**src/rtl/updown_counter_pkg.sv**
```systemverilog
// updown_counter_pkg: shared constants and parameter-legality helper for the
// up/down counter slice.
// Optional feature macro: UPDOWN_COUNTER_SAT_EN (saturating mode, see
// updown_counter_next.sv).
package updown_counter_pkg;

   // Direction encoding on the ctrl input.
   localparam logic DIR_UP = 1'b1;
   localparam logic DIR_DN = 1'b0;

   // True when WIDTH is 2..32 and MAX_VAL is 1..2**WIDTH-1.
   function automatic bit params_ok(input int width, input longint unsigned max_val);
      longint unsigned lim;
      if (width < 2 || width > 32) return 1'b0;
      lim = (64'd1 << width) - 64'd1;
      return (max_val >= 64'd1) && (max_val <= lim);
   endfunction

endpackage

```
**src/rtl/updown_counter_if.sv**
```systemverilog
// updown_counter_if: control and status bundle of the up/down counter.
// Optional feature macro: UPDOWN_COUNTER_SAT_EN (no effect on this file).
// Control inputs are plain level/strobe signals sampled on every rising clk
// edge; there is no valid/ready flow control, so the counter always accepts
// the control word present at the edge.
interface updown_counter_if #(
   parameter int WIDTH = 8
);
   logic             en;
   logic             ctrl;
   logic             load;
   logic [WIDTH-1:0] load_val;
   logic [WIDTH-1:0] cnt;
   logic             carry;
   logic             borrow;
   logic             at_max;
   logic             at_min;

   modport master (
      output en, ctrl, load, load_val,
      input  cnt, carry, borrow, at_max, at_min
   );

   modport slave (
      input  en, ctrl, load, load_val,
      output cnt, carry, borrow, at_max, at_min
   );
endinterface

```
**src/rtl/updown_counter_next.sv**
```systemverilog
// updown_counter_next: combinational next-count and boundary-event logic.
// Optional feature macro: UPDOWN_COUNTER_SAT_EN -- when defined, the count
// holds at the boundary instead of wrapping and the event flags mean
// "blocked count".
module updown_counter_next
   import updown_counter_pkg::*;
#(
   parameter int               WIDTH   = 8,
   parameter logic [WIDTH-1:0] MAX_VAL = '1
) (
   input  logic [WIDTH-1:0] cnt,
   input  logic             ctrl,
   input  logic             en,
   output logic [WIDTH-1:0] next_cnt,
   output logic             evt_carry,
   output logic             evt_borrow
);

   // Next count for one enabled step; a boundary step raises exactly one flag.
   always_comb begin
      next_cnt   = cnt;
      evt_carry  = 1'b0;
      evt_borrow = 1'b0;
      if (en) begin
         if (ctrl == DIR_UP) begin
            if (cnt == MAX_VAL) begin
`ifdef UPDOWN_COUNTER_SAT_EN
               next_cnt = MAX_VAL;
`else
               next_cnt = '0;
`endif
               evt_carry = 1'b1;
            end else begin
               next_cnt = cnt + WIDTH'(1);
            end
         end else begin
            if (cnt == '0) begin
`ifdef UPDOWN_COUNTER_SAT_EN
               next_cnt = '0;
`else
               next_cnt = MAX_VAL;
`endif
               evt_borrow = 1'b1;
            end else begin
               next_cnt = cnt - WIDTH'(1);
            end
         end
      end
   end

endmodule

```
**src/rtl/updown_counter_n.sv**
```systemverilog
// updown_counter_n: WIDTH-bit up/down counter with terminal count MAX_VAL,
// clamped parallel load, one-cycle carry/borrow pulses and at_max/at_min flags.
// Optional feature macro: UPDOWN_COUNTER_SAT_EN (saturating instead of wrapping).
module updown_counter_n
   import updown_counter_pkg::*;
#(
   parameter int              WIDTH   = 8,
   parameter longint unsigned MAX_VAL = (64'd1 << WIDTH) - 64'd1
) (
   input logic              clk,
   input logic              rst_n,
   updown_counter_if.slave  bus
);

   localparam logic [WIDTH-1:0] MAX_C = MAX_VAL[WIDTH-1:0];

   if (!params_ok(WIDTH, MAX_VAL)) begin : g_bad_params
      $error("updown_counter_n: illegal WIDTH/MAX_VAL combination");
   end

   logic [WIDTH-1:0] cnt_q;
   logic             carry_q;
   logic             borrow_q;
   logic [WIDTH-1:0] next_cnt;
   logic             evt_carry;
   logic             evt_borrow;
   logic [WIDTH-1:0] load_clamped;

   updown_counter_next #(
      .WIDTH   (WIDTH),
      .MAX_VAL (MAX_C)
   ) u_next (
      .cnt        (cnt_q),
      .ctrl       (bus.ctrl),
      .en         (bus.en),
      .next_cnt   (next_cnt),
      .evt_carry  (evt_carry),
      .evt_borrow (evt_borrow)
   );

   // Loaded values above the terminal count are pulled down to MAX_VAL.
   always_comb begin
      load_clamped = bus.load_val;
      if (bus.load_val > MAX_C) load_clamped = MAX_C;
   end

   // Count register: reset, then load, then enabled step, else hold.
   always_ff @(posedge clk) begin
      if (!rst_n) begin
         cnt_q    <= '0;
         carry_q  <= 1'b0;
         borrow_q <= 1'b0;
      end else if (bus.load) begin
         cnt_q    <= load_clamped;
         carry_q  <= 1'b0;
         borrow_q <= 1'b0;
      end else if (bus.en) begin
         cnt_q    <= next_cnt;
         carry_q  <= evt_carry;
         borrow_q <= evt_borrow;
      end else begin
         carry_q  <= 1'b0;
         borrow_q <= 1'b0;
      end
   end

   assign bus.cnt    = cnt_q;
   assign bus.carry  = carry_q;
   assign bus.borrow = borrow_q;
   assign bus.at_max = (cnt_q == MAX_C);
   assign bus.at_min = (cnt_q == '0);

endmodule

```
**src/flat_wrapper.sv**
```systemverilog
// flat-port wrapper written by rule: the top's interface ports become plain ports
module updown_counter_n_flat import updown_counter_pkg::*;
#(
   parameter int              WIDTH   = 8,
   parameter longint unsigned MAX_VAL = (64'd1 << WIDTH) - 64'd1
)
  (clk, rst_n, bus_en, bus_ctrl, bus_load, bus_load_val, bus_cnt, bus_carry, bus_borrow, bus_at_max, bus_at_min);
  updown_counter_if #(.WIDTH(WIDTH)) bus_i ();
  input logic clk;
  input logic rst_n;
  input wire logic [$bits(bus_i.en)-1:0] bus_en;
  input wire logic [$bits(bus_i.ctrl)-1:0] bus_ctrl;
  input wire logic [$bits(bus_i.load)-1:0] bus_load;
  input wire logic [$bits(bus_i.load_val)-1:0] bus_load_val;
  output wire logic [$bits(bus_i.cnt)-1:0] bus_cnt;
  output wire logic [$bits(bus_i.carry)-1:0] bus_carry;
  output wire logic [$bits(bus_i.borrow)-1:0] bus_borrow;
  output wire logic [$bits(bus_i.at_max)-1:0] bus_at_max;
  output wire logic [$bits(bus_i.at_min)-1:0] bus_at_min;
  assign bus_i.en = bus_en;
  assign bus_i.ctrl = bus_ctrl;
  assign bus_i.load = bus_load;
  assign bus_i.load_val = bus_load_val;
  assign bus_cnt = bus_i.cnt;
  assign bus_carry = bus_i.carry;
  assign bus_borrow = bus_i.borrow;
  assign bus_at_max = bus_i.at_max;
  assign bus_at_min = bus_i.at_min;
  updown_counter_n #(.WIDTH(WIDTH), .MAX_VAL(MAX_VAL)) u_core (.clk(clk), .rst_n(rst_n), .bus(bus_i));
endmodule
```
**config.mk**
```make
export PLATFORM = sky130hd
export DESIGN_NAME = updown_counter_n_flat
export DESIGN_NICKNAME = d
export VERILOG_FILES = /design/src/rtl/updown_counter_pkg.sv /design/src/rtl/updown_counter_if.sv /design/src/rtl/updown_counter_next.sv /design/src/rtl/updown_counter_n.sv /design/src/flat_wrapper.sv
export SDC_FILE = /design/constraint.sdc
export NUM_CORES = 1
export LEC_CHECK = 0
export CELL_PAD_IN_SITES_DETAIL_PLACEMENT = 1
export CELL_PAD_IN_SITES_GLOBAL_PLACEMENT = 2
export CORE_MARGIN = 2
export CORE_UTILIZATION = 30
export DETAILED_ROUTE_END_ITERATION = 12
export PLACE_DENSITY = 0.95
export SLEW_MARGIN = 20
export SYNTH_ARGS = -nofsm -noshare
export SYNTH_HDL_FRONTEND = slang
export SYNTH_HIERARCHICAL = 1
export SYNTH_SLANG_ARGS = --single-unit
```
**constraint.sdc**
```tcl
create_clock -name clk -period 5.95 [get_ports clk]
set_input_delay 0.595 -clock clk [delete_from_list [all_inputs] [get_ports clk]]
set_output_delay 0.595 -clock clk [all_outputs]
set_load 0.01 [all_outputs]
```
==> key figures <==
Pwr
  • Seq pwr share: a little over 40%
  • Worst vdd ir: approximately 0.039 mV
  • Cell Pwr Density: roughly 170 nW/um^2
  • P_sw: between 70 and 80 uW
  • Pint: 141.7 uW
  • Switching portion of total power: between 30% and 40%
  • Clock network power share: 20.6%
  • Gate power share: roughly 39%
  • Pleak: roughly 0.00054 uW

Clocking
  • Clk buf depth: 2
  • CTS tree: done
  • CTS root buffer: clkbuf_4
  • Post_cts resized: 0
  • H-tree depth: 1
  • Clock slew at reported path FFs: 0.06 ns
  • Post-CTS Setup Bufs: 0
  • CTS Hold Buffers Added: 0
  • Cts bufs inserted: 3
  • Clock Latency Late Sink: around 0.26 ns
  • Clock sink count: 10

Final layout
  • Layout cell share with drive strength beyond 1: between 10% and 20%
  • Area Overhead vs Synth: 27.61%
  • Layout net count: around 160
  • Fin cells: between 150 and 200
  • Core Util, Final: 39.09%
  • Commonest non-fill, non-tap cells in the layout: 24 x clkdlybuf4s50_1, 11 x nor2_1, 11 x o21ai_0
  • Antenna fix cells: 0
  • Most common cell after layout, fill and taps aside: clkdlybuf4s50_1

Critical path
  • Crit path buf inv count: 1
  • Flop2flop setup slack: 3.65 ns
  • Worst endpoint data arrival time: 2.89 ns
  • Crit Path Class: in2reg
  • CP cell instances: clkdlybuf4s50_1 > nand2b_1 > a41oi_1 > o21a_1 > a211o_2 > mux2_4 > o211a_1
  • Critical path launch point type: input port
  • Largest stage delay on the critical path: approximately 0.95 ns
  • Crit path max fanout: 26
  • Setup crit end kind: register
  • CP max stage cell: clkdlybuf4s50_1
  • CP Data Required Time: slightly above 6 ns
  • CP delay by family, top: buffers and inverters

Global route
  • First-pass GRT wire length: about 4800 um
  • Initial antenna violation count: 0
  • GRT Util Overall: between 15 and 20%
  • Largest net degree at the start of global routing: 27
  • Global route overflow: 0
  • Vias in the first global route: just over 1,000

Logic synthesis
  • Cells after Synth: approximately 130
  • FFs w/ async S/R, synth: 0%
  • Avg Cell Area, Syn: between 7 and 8 um^2
  • Post-synth EDFFs: 0
  • Ys flop type: dfxtp_1
  • Synth Register Bits: 10
  • Synth Warn #: 6
  • Mapped cell area: ~1000 um^2
  • Post-Syn Nets: around 140
  • Post-synth cell types: 38
  • Sequential share of the synthesized area: approximately a fifth

Die
  • Core footprint: about 3300 um^2
  • Die ar.: ~3800 um^2
  • Ports: 25
  • Starting Density: between 30% and 40%
  • Die Y: 61.91 um
  • Chip width: slightly above 60 um
  • Rows: 21

Placed design
  • Buffers on Ports: 24
  • Post-DP HPWL: around 2200 um
  • Dpl cells: about 190
  • Gpl congestion: between 0.7 and 0.8

STA
  • Normalized max-slew margin: 30.39%
  • Clock skew: about 0.0044 ns
  • Final count of negative-setup-slack endpoints: 0
  • Worst-margin pin slew: roughly 1.0 ns
  • Max Clk Rate: roughly 360 MHz
  • Final hold vios: 0
  • RSZ-0062 raised after global routing: false
  • Crit path time final: approximately 2.7 ns
  • Setup TNS: 0 ns
  • Tcrit/Tclk final: a little under half
  • Final slew viol count: 0

Drt
  • Vias: about 1,100
  • Initial DRC Count: 49
  • Wirelength per Cell: around 15 um
  • DR vias/cell: between 5 and 6
  • Initial DRT Pass Iterations: 4
  • Post-Route WL: around 2900 um
  • DRC Markers: 0
  • Final ANT Viol Nets: 0

Job
  • Max Cap Viol: 0

Run status
  • Status: complete, no violations

Hold path
  • Hold crit path type: reg2reg
[flip-flops by register name, summed over array words and instances (netlist names)]
| signal | flops |
|---|---|
| u_core/bus.carry | 1 |
| u_core/bus.borrow | 1 |
| u_core/bus.cnt | 8 |
[worst paths after layout]
check / depth (start not counted) / endpoint / startpoint
worst max-delay path: 7 / u_core/bus.cnt[7] / bus_en
worst min register to register: 2 / u_core/bus.cnt[6] / u_core/bus.cnt[6]
worst max register to register: 8 / u_core/bus.cnt[4] / u_core/bus.cnt[0]
worst min-delay path: 2 / u_core/bus.cnt[6] / u_core/bus.cnt[6]
[worst register-to-register path, stage by stage (launching register included)]
cell and delay [ns]:
dfxtp_1 0.42, inv_1 0.14, ha_1 0.14, or4b_4 0.47, or2_4 0.29, and2_4 0.17, a211oi_1 0.28, mux2_4 0.20
o211a_1 0.13
[routing by layer]
layer,up-vias,global-route usage [%],part of all wire (%)
met5,-,0,0
met3,4,1.035,4.6
met2,31,30.08,50
met1,510,21.05,44
met4,0,4.863,0.95
li1,508,-,-
[Yosys cell counts (2+ instances only)]
master	number	share of area, %
or3_1	3	1.9
nor2_1	11	4.1
inv_1	6	2.2
ha_1	3	3.7
nand3_1	6	3.0
nand2b_1	9	5.6
mux2_4	8	12
or4_1	2	1.5
xnor2_1	2	1.7
dfxtp_1	10	20
and4b_1	2	2.0
nand4_1	4	2.5
o211a_1	8	8.0
a211oi_1	2	1.5
clkbuf_1	6	2.2
a21oi_1	4	2.0
o21ai_0	11	5.5
nor3_1	4	2.0
nor4_1	2	1.2
nand2_1	6	2.2
[power groups by stage]
stage | logic, uW | clock network [uW] | registers, uW
after global routing | 90.4 | 47.6 | 88.2
after detailed placement | 82.1 | 0 | 88.1
after CTS | 82.4 | 46.3 | 86.5
after floorplan | 57.1 | 0 | 81.4
final | 81.9 | 43.7 | 86.6
after global placement | 79.4 | 0 | 87.6
[metrics by stage]
step / hold slack (ns) / total power, uW / setup slack [ns] / instance area, um^2
after CTS: 0.8806 / 215.2 / 3.209 / 1284
after global routing: 0.9206 / 226.2 / 3.007 / 1284
after global placement: 0.8500 / 167.1 / 3.031 / 1261
final: 0.8837 / 212.2 / 3.200 / 1284
after detailed placement: 0.8656 / 170.2 / 2.929 / 1261
after floorplan: 0.7069 / 138.4 / 3.892 / 1006
[final cells by class]
type / count / area (um^2)
Inverter: 6 / 22.52
Multi-Input combinational cell: 102 / 740.7
Tap cell: 46 / 57.56
Fill cell: 389 / 2001
Clock buffer: 3 / 22.52
Sequential cell: 10 / 200.2
Timing Repair Buffer: 24 / 240.2
[kinds of logic after synthesis]
logic type	count (synthesis)	share of synthesized area, %
AO/OA/AOI/OAI	35	25.75
XOR/XNOR	2	1.742
adder cells (fa/ha/maj)	3	3.732
buffers and inverters	15	6.466
flip-flops	10	19.90
multiplexers	8	11.94
AND/OR/NAND/NOR	54	30.47
(Power assumes the default switching activity.)
==> edit 1: new RTL, same flow settings <==
Add a define of `UPDOWN_COUNTER_SAT_EN`.
--- a/src/rtl/updown_counter_next.sv
+++ b/src/rtl/updown_counter_next.sv
@@ -2,6 +2,8 @@
 // Optional feature macro: UPDOWN_COUNTER_SAT_EN -- when defined, the count
 // holds at the boundary instead of wrapping and the event flags mean
 // "blocked count".
+`define UPDOWN_COUNTER_SAT_EN
+
 module updown_counter_next
    import updown_counter_pkg::*;
 #(
Formal check against the unedited RTL: not equivalent (a bounded check fails within 4 cycles, from zero or initial values and one cycle with rst_n low).
==> edit 1 against the unedited design <==
  * Synthesized cell count rose by 1.6%
  * Routed wire length grew 8.9%
  * Sequential share of layout area decreased by 0.90 points
  * Total power rose by 11%
  * Maximum frequency increased by 5.2%
  * Final cell count rose by 1.6%
  * Clock power up 45%
  * Final area increased by 6.1%
  * Synthesized area grew 8.1%
  * Die area rose by 7.6%
  * Sequential cell count did not move
  * Setup slack gained 0.14 ns
  * Critical path type is now flip-flop to output pin
  * Critical endpoint is now bus_at_min
  * Highest routed layer is now met3
==> edit 1: results (changes against the unedited design) <==
run_status:
  outcome: "complete, no violations"
sta:
  maxSlewHeadroom: 0.349  # +0.0449
  skew_ns: 0.00357  # -0.000833 ns
place:
  preCtsSetupSlack_ns: 3.04  # +0.112 ns
  gp_congestion: 0.794  # +0.34%
  dp_hpwl_um: 2350  # +5.9%
  placed_area_sq_um: 1330  # +5.2%
final_layout:
  drive_gt1_frac: 0.149  # +0.0383
  final_cells: 194  # +1.6%
  num-nets-final: 165  # +1.2%
power_and_ir_drop:
  pg_comb_mw: 0.0848  # +3.5%
  p_seq_mw: 0.0882  # +2%
  total_power_mw: 0.236  # +11%
  switching_share: 0.339  # +0.00647
  leakage_nw: 0.548  # +2.4%
  max-vdd-ir-drop_uv: 110  # +180%
logic_synthesis:
  synth_common_cells: "nor2_1, dfxtp_1, o21ai_0"
  synthesis.nets: 145  # +1.4%
  synth.distinct_cells: 44  # +16%
  seq_area_frac_synth: 0.184  # -0.0149
  avgSynthCellArea_sq_um: 8.43  # +6.4%
route:
  routed_wl_um: 3210  # +8.9%
  num_vias: 1092  # +3.7%
  drt-initial-drc-count: 33  # -33%
worst_setup_path:
  path_delay_family: "simple AND/OR/NAND/NOR gates"
  critPathMaxStageDelay_ns: 0.59  # -0.36 ns
  critPathArrivalTime_ns: 2.02  # -0.87 ns
  slowest_stage: "or4_1"
  cp_max_fo: 17  # -35%
global_route:
  grt_max_degree: 25  # -7.4%
  grt_usage: 0.162  # -0.00431
clock_network:
  cts_resized: 0  # unchanged
  h-tree-depth: 1  # unchanged
  cts_inserted_buffers: 3  # unchanged
  cts_setup_buffers: 0  # unchanged
[edit 1: cell count changes after synthesis, sizes merged, moves of 2 or more]
cell,delta
buf,+4
clkbuf,-4
a31oi,+2
a32oi,+2
inv,-2
nand2,-2
nand3,-2
nand3b,+2
nand4,+2
nor3,-2
nor3b,+2
or4,+2
[edit 1: worst paths after layout]
kind / from / slack (ns) / endpoint / depth (start not counted)
max: u_core/bus.cnt[3] / 3.34 / bus_at_min / 3
min: u_core/bus.cnt[7] / 0.93 / u_core/bus.cnt[7] / 2
max reg2reg: u_core/bus.cnt[0] / 3.49 / u_core/bus.cnt[7] / 7
min reg2reg: u_core/bus.cnt[7] / 0.93 / u_core/bus.cnt[7] / 2
[edit 1: tightest hold or removal path, delay by kind of cell (launching register included)]
family / cells / cell delay [ns]
AO/OA/AOI/OAI: 1 / 0.12
multiplexers: 1 / 0.22
flip-flops: 1 / 0.56
[edit 1: logic make-up (layout without fill, tap and decap cells)]
group	count (synthesis)	in the layout	share of synthesized area
buffers and inverters	13	32	0.0679
AND/OR/NAND/NOR	58	58	0.339
flip-flops	10	10	0.184
multiplexers	8	8	0.110
AO/OA/AOI/OAI	36	36	0.255
adder cells (fa/ha/maj)	3	3	0.0345
XOR/XNOR	1	1	0.00806
[edit 1: layout make-up]
class                   instances  area (sq um)
clock buffers                   4          36.3
well taps                      46          57.6
repair buffers                 24           240
inverters                       4          15.0
flip-flops and latches         10           200
fillers                       425          2050
multi-input cells             106           813
[edit 1: per-layer routing]
layer,part of all wire,up-vias,track usage
li1,-,535,-
met1,0.46,538,0.219
met2,0.51,19,0.271
met3,0.027,0,0.0264
met4,0,0,0.0319
met5,0,-,0
==> edit 2: new RTL, config.mk and constraints unchanged <==
Made on the original files. Make the reset (`rst_n`) asynchronous in one clocked block.
--- a/src/rtl/updown_counter_n.sv
+++ b/src/rtl/updown_counter_n.sv
@@ -45,7 +45,7 @@
    end
 
    // Count register: reset, then load, then enabled step, else hold.
-   always_ff @(posedge clk) begin
+   always_ff @(posedge clk or negedge rst_n) begin
       if (!rst_n) begin
          cnt_q    <= '0;
          carry_q  <= 1'b0;
Behaviour: differs if rst_n is asserted again (counterexample within 4 cycles, from zero or initial values and one cycle with rst_n low); with rst_n held inactive, the same outputs for 10 cycles.
==> edit 2 against the unedited design <==
  * Synthesized area fell by 6.2%
  * Clock skew rose by 0.0020 ns
  * Global-route usage rose by 2.7 points
  * Setup slack improved by 0.14 ns
  * Utilization rose by 1.5 points
  * Sequential cell count did not move
  * Critical path depth fell by 4
  * Routed wire length rose by 3.2%
  * Sequential power rose by 13%
  * Total power rose by 6.3%
  * Count of clock-buffer cells in the layout did not move
  * Final area fell by 4.3%
  * Die area fell by 5.8%
  * Largest cell class unchanged
  * Largest power group unchanged
==> edit 2: results (changes against the unedited design) <==
logic_synthesis:
  synth_area_leaders: "dfrtp_1, o21ai_0, mux2i_1"
  synthArstFlopShare: 1.00  # +1.00
  seq_area_frac_synth: 0.265  # +0.0662
  synth.distinct_cells: 35  # -7.9%
  avgSynthCellArea_sq_um: 7.49  # -5.5%
  synth_top_flop_cell: "dfrtp_1"
worst_setup_path:
  slowest_stage: "or4_1"
  critPathMaxStageDelay_ns: 0.56  # -0.39 ns
  r2r_setup_slack_ns: 3.54  # -0.11 ns
  crit_path_start: "u_core/bus.cnt[5]"
  r2r_end: "u_core/bus.cnt[2]"
  critPathCapture: "bus_at_min"
sta:
  skew_ns: 0.00643  # +0.00203 ns
  worst_pin_slew_ns: 0.988  # -0.0529 ns
  fin_ws_ns: 3.34  # +0.140 ns
  holdWs_ns: 0.654  # -0.229 ns
final_layout:
  drive_gt1_frac: 0.0552  # -0.0552
place:
  gp_congestion: 0.793  # +0.23%
  dp.cells: 186  # -1.1%
power_and_ir_drop:
  leakage_nw: 0.487  # -9.0%
  max-vdd-ir-drop_uv: 112  # +190%
  p_int_mw: 0.140  # -0.94%
global_route:
  grtUsageMet1: 0.253  # +0.0428
  grtUsageMet2: 0.329  # +0.0284
  grt_usage: 0.193  # +0.0267
  grt_pass1_vias: 1036  # +1.6%
  grtUsageMet3: 0.0325  # +0.0221
  grt_pass1_wl_um: 5200  # +8.8%
route:
  met3_length_um: 78  # -42%
  drt-initial-drc-count: 90  # +84%
  dr_wl_met2_um: 1500  # +1.8%
  wl_per_cell_um: 16.1  # +4.3%
  viasPerCell: 5.52  # +0.19%
run_status:
  outcome: "complete, no violations"
worst_hold_path:
  hold_path.class: "primary input to asynchronous set/reset pin"
floorplan:
  start_util: 0.312  # +0.00528
[edit 2: cell types whose count changed in the layout (fill, tap and decap cells not counted), moves of 8 or more]
cell | unedited run | this run
o211a_1 | 8 | 0
mux2i_1 | 0 | 8
nand2b_1 | 9 | 1
mux2_4 | 8 | 0
nand2_1 | 6 | 14
o21ai_0 | 11 | 19
dfxtp_1 | 10 | 0
dfrtp_1 | 0 | 10
[edit 2: cell families (layout without fill, tap and decap cells)]
family                   count (synthesis)  count (layout)  synth area share
XOR/XNOR                                 2               2            0.0186
adder cells (fa/ha/maj)                  3               3            0.0398
flip-flops                              10              10             0.265
buffers and inverters                   14              33            0.0584
AO/OA/AOI/OAI                           35              35             0.232
AND/OR/NAND/NOR                         54              54             0.301
multiplexers                             8               8            0.0849
[edit 2: final cells by class]
type	instances	area [sq um]
Multi-Input combinational cell	102	638
Tap cell	44	55.1
Clock buffer	3	22.5
Inverter	6	22.5
Fill cell	375	1800
Sequential cell	10	250
Timing Repair Buffer	24	240
[edit 2: how the worst min path moves through the flow]
stage / start / endpoint / cells after the start
2_1_floorplan: rst_n / u_core/bus.borrow / 0
3_3_place_gp: u_core/bus.cnt[7] / u_core/bus.cnt[7] / 2
3_5_place_dp: u_core/bus.cnt[7] / u_core/bus.cnt[7] / 2
4_1_cts: rst_n / u_core/bus.cnt[7] / 1
5_1_grt: rst_n / u_core/bus.cnt[7] / 1
6_report: rst_n / u_core/bus.cnt[7] / 1
[edit 2: power by group through the flow]
stage               logic (mW)  clock network, mW  registers (mW)
global route            0.0920             0.0516           0.100
detailed placement      0.0833                  0          0.0982
floorplan               0.0531                  0          0.0879
finish                  0.0833             0.0448          0.0975
CTS                     0.0838             0.0463          0.0972
global placement        0.0792                  0          0.0972
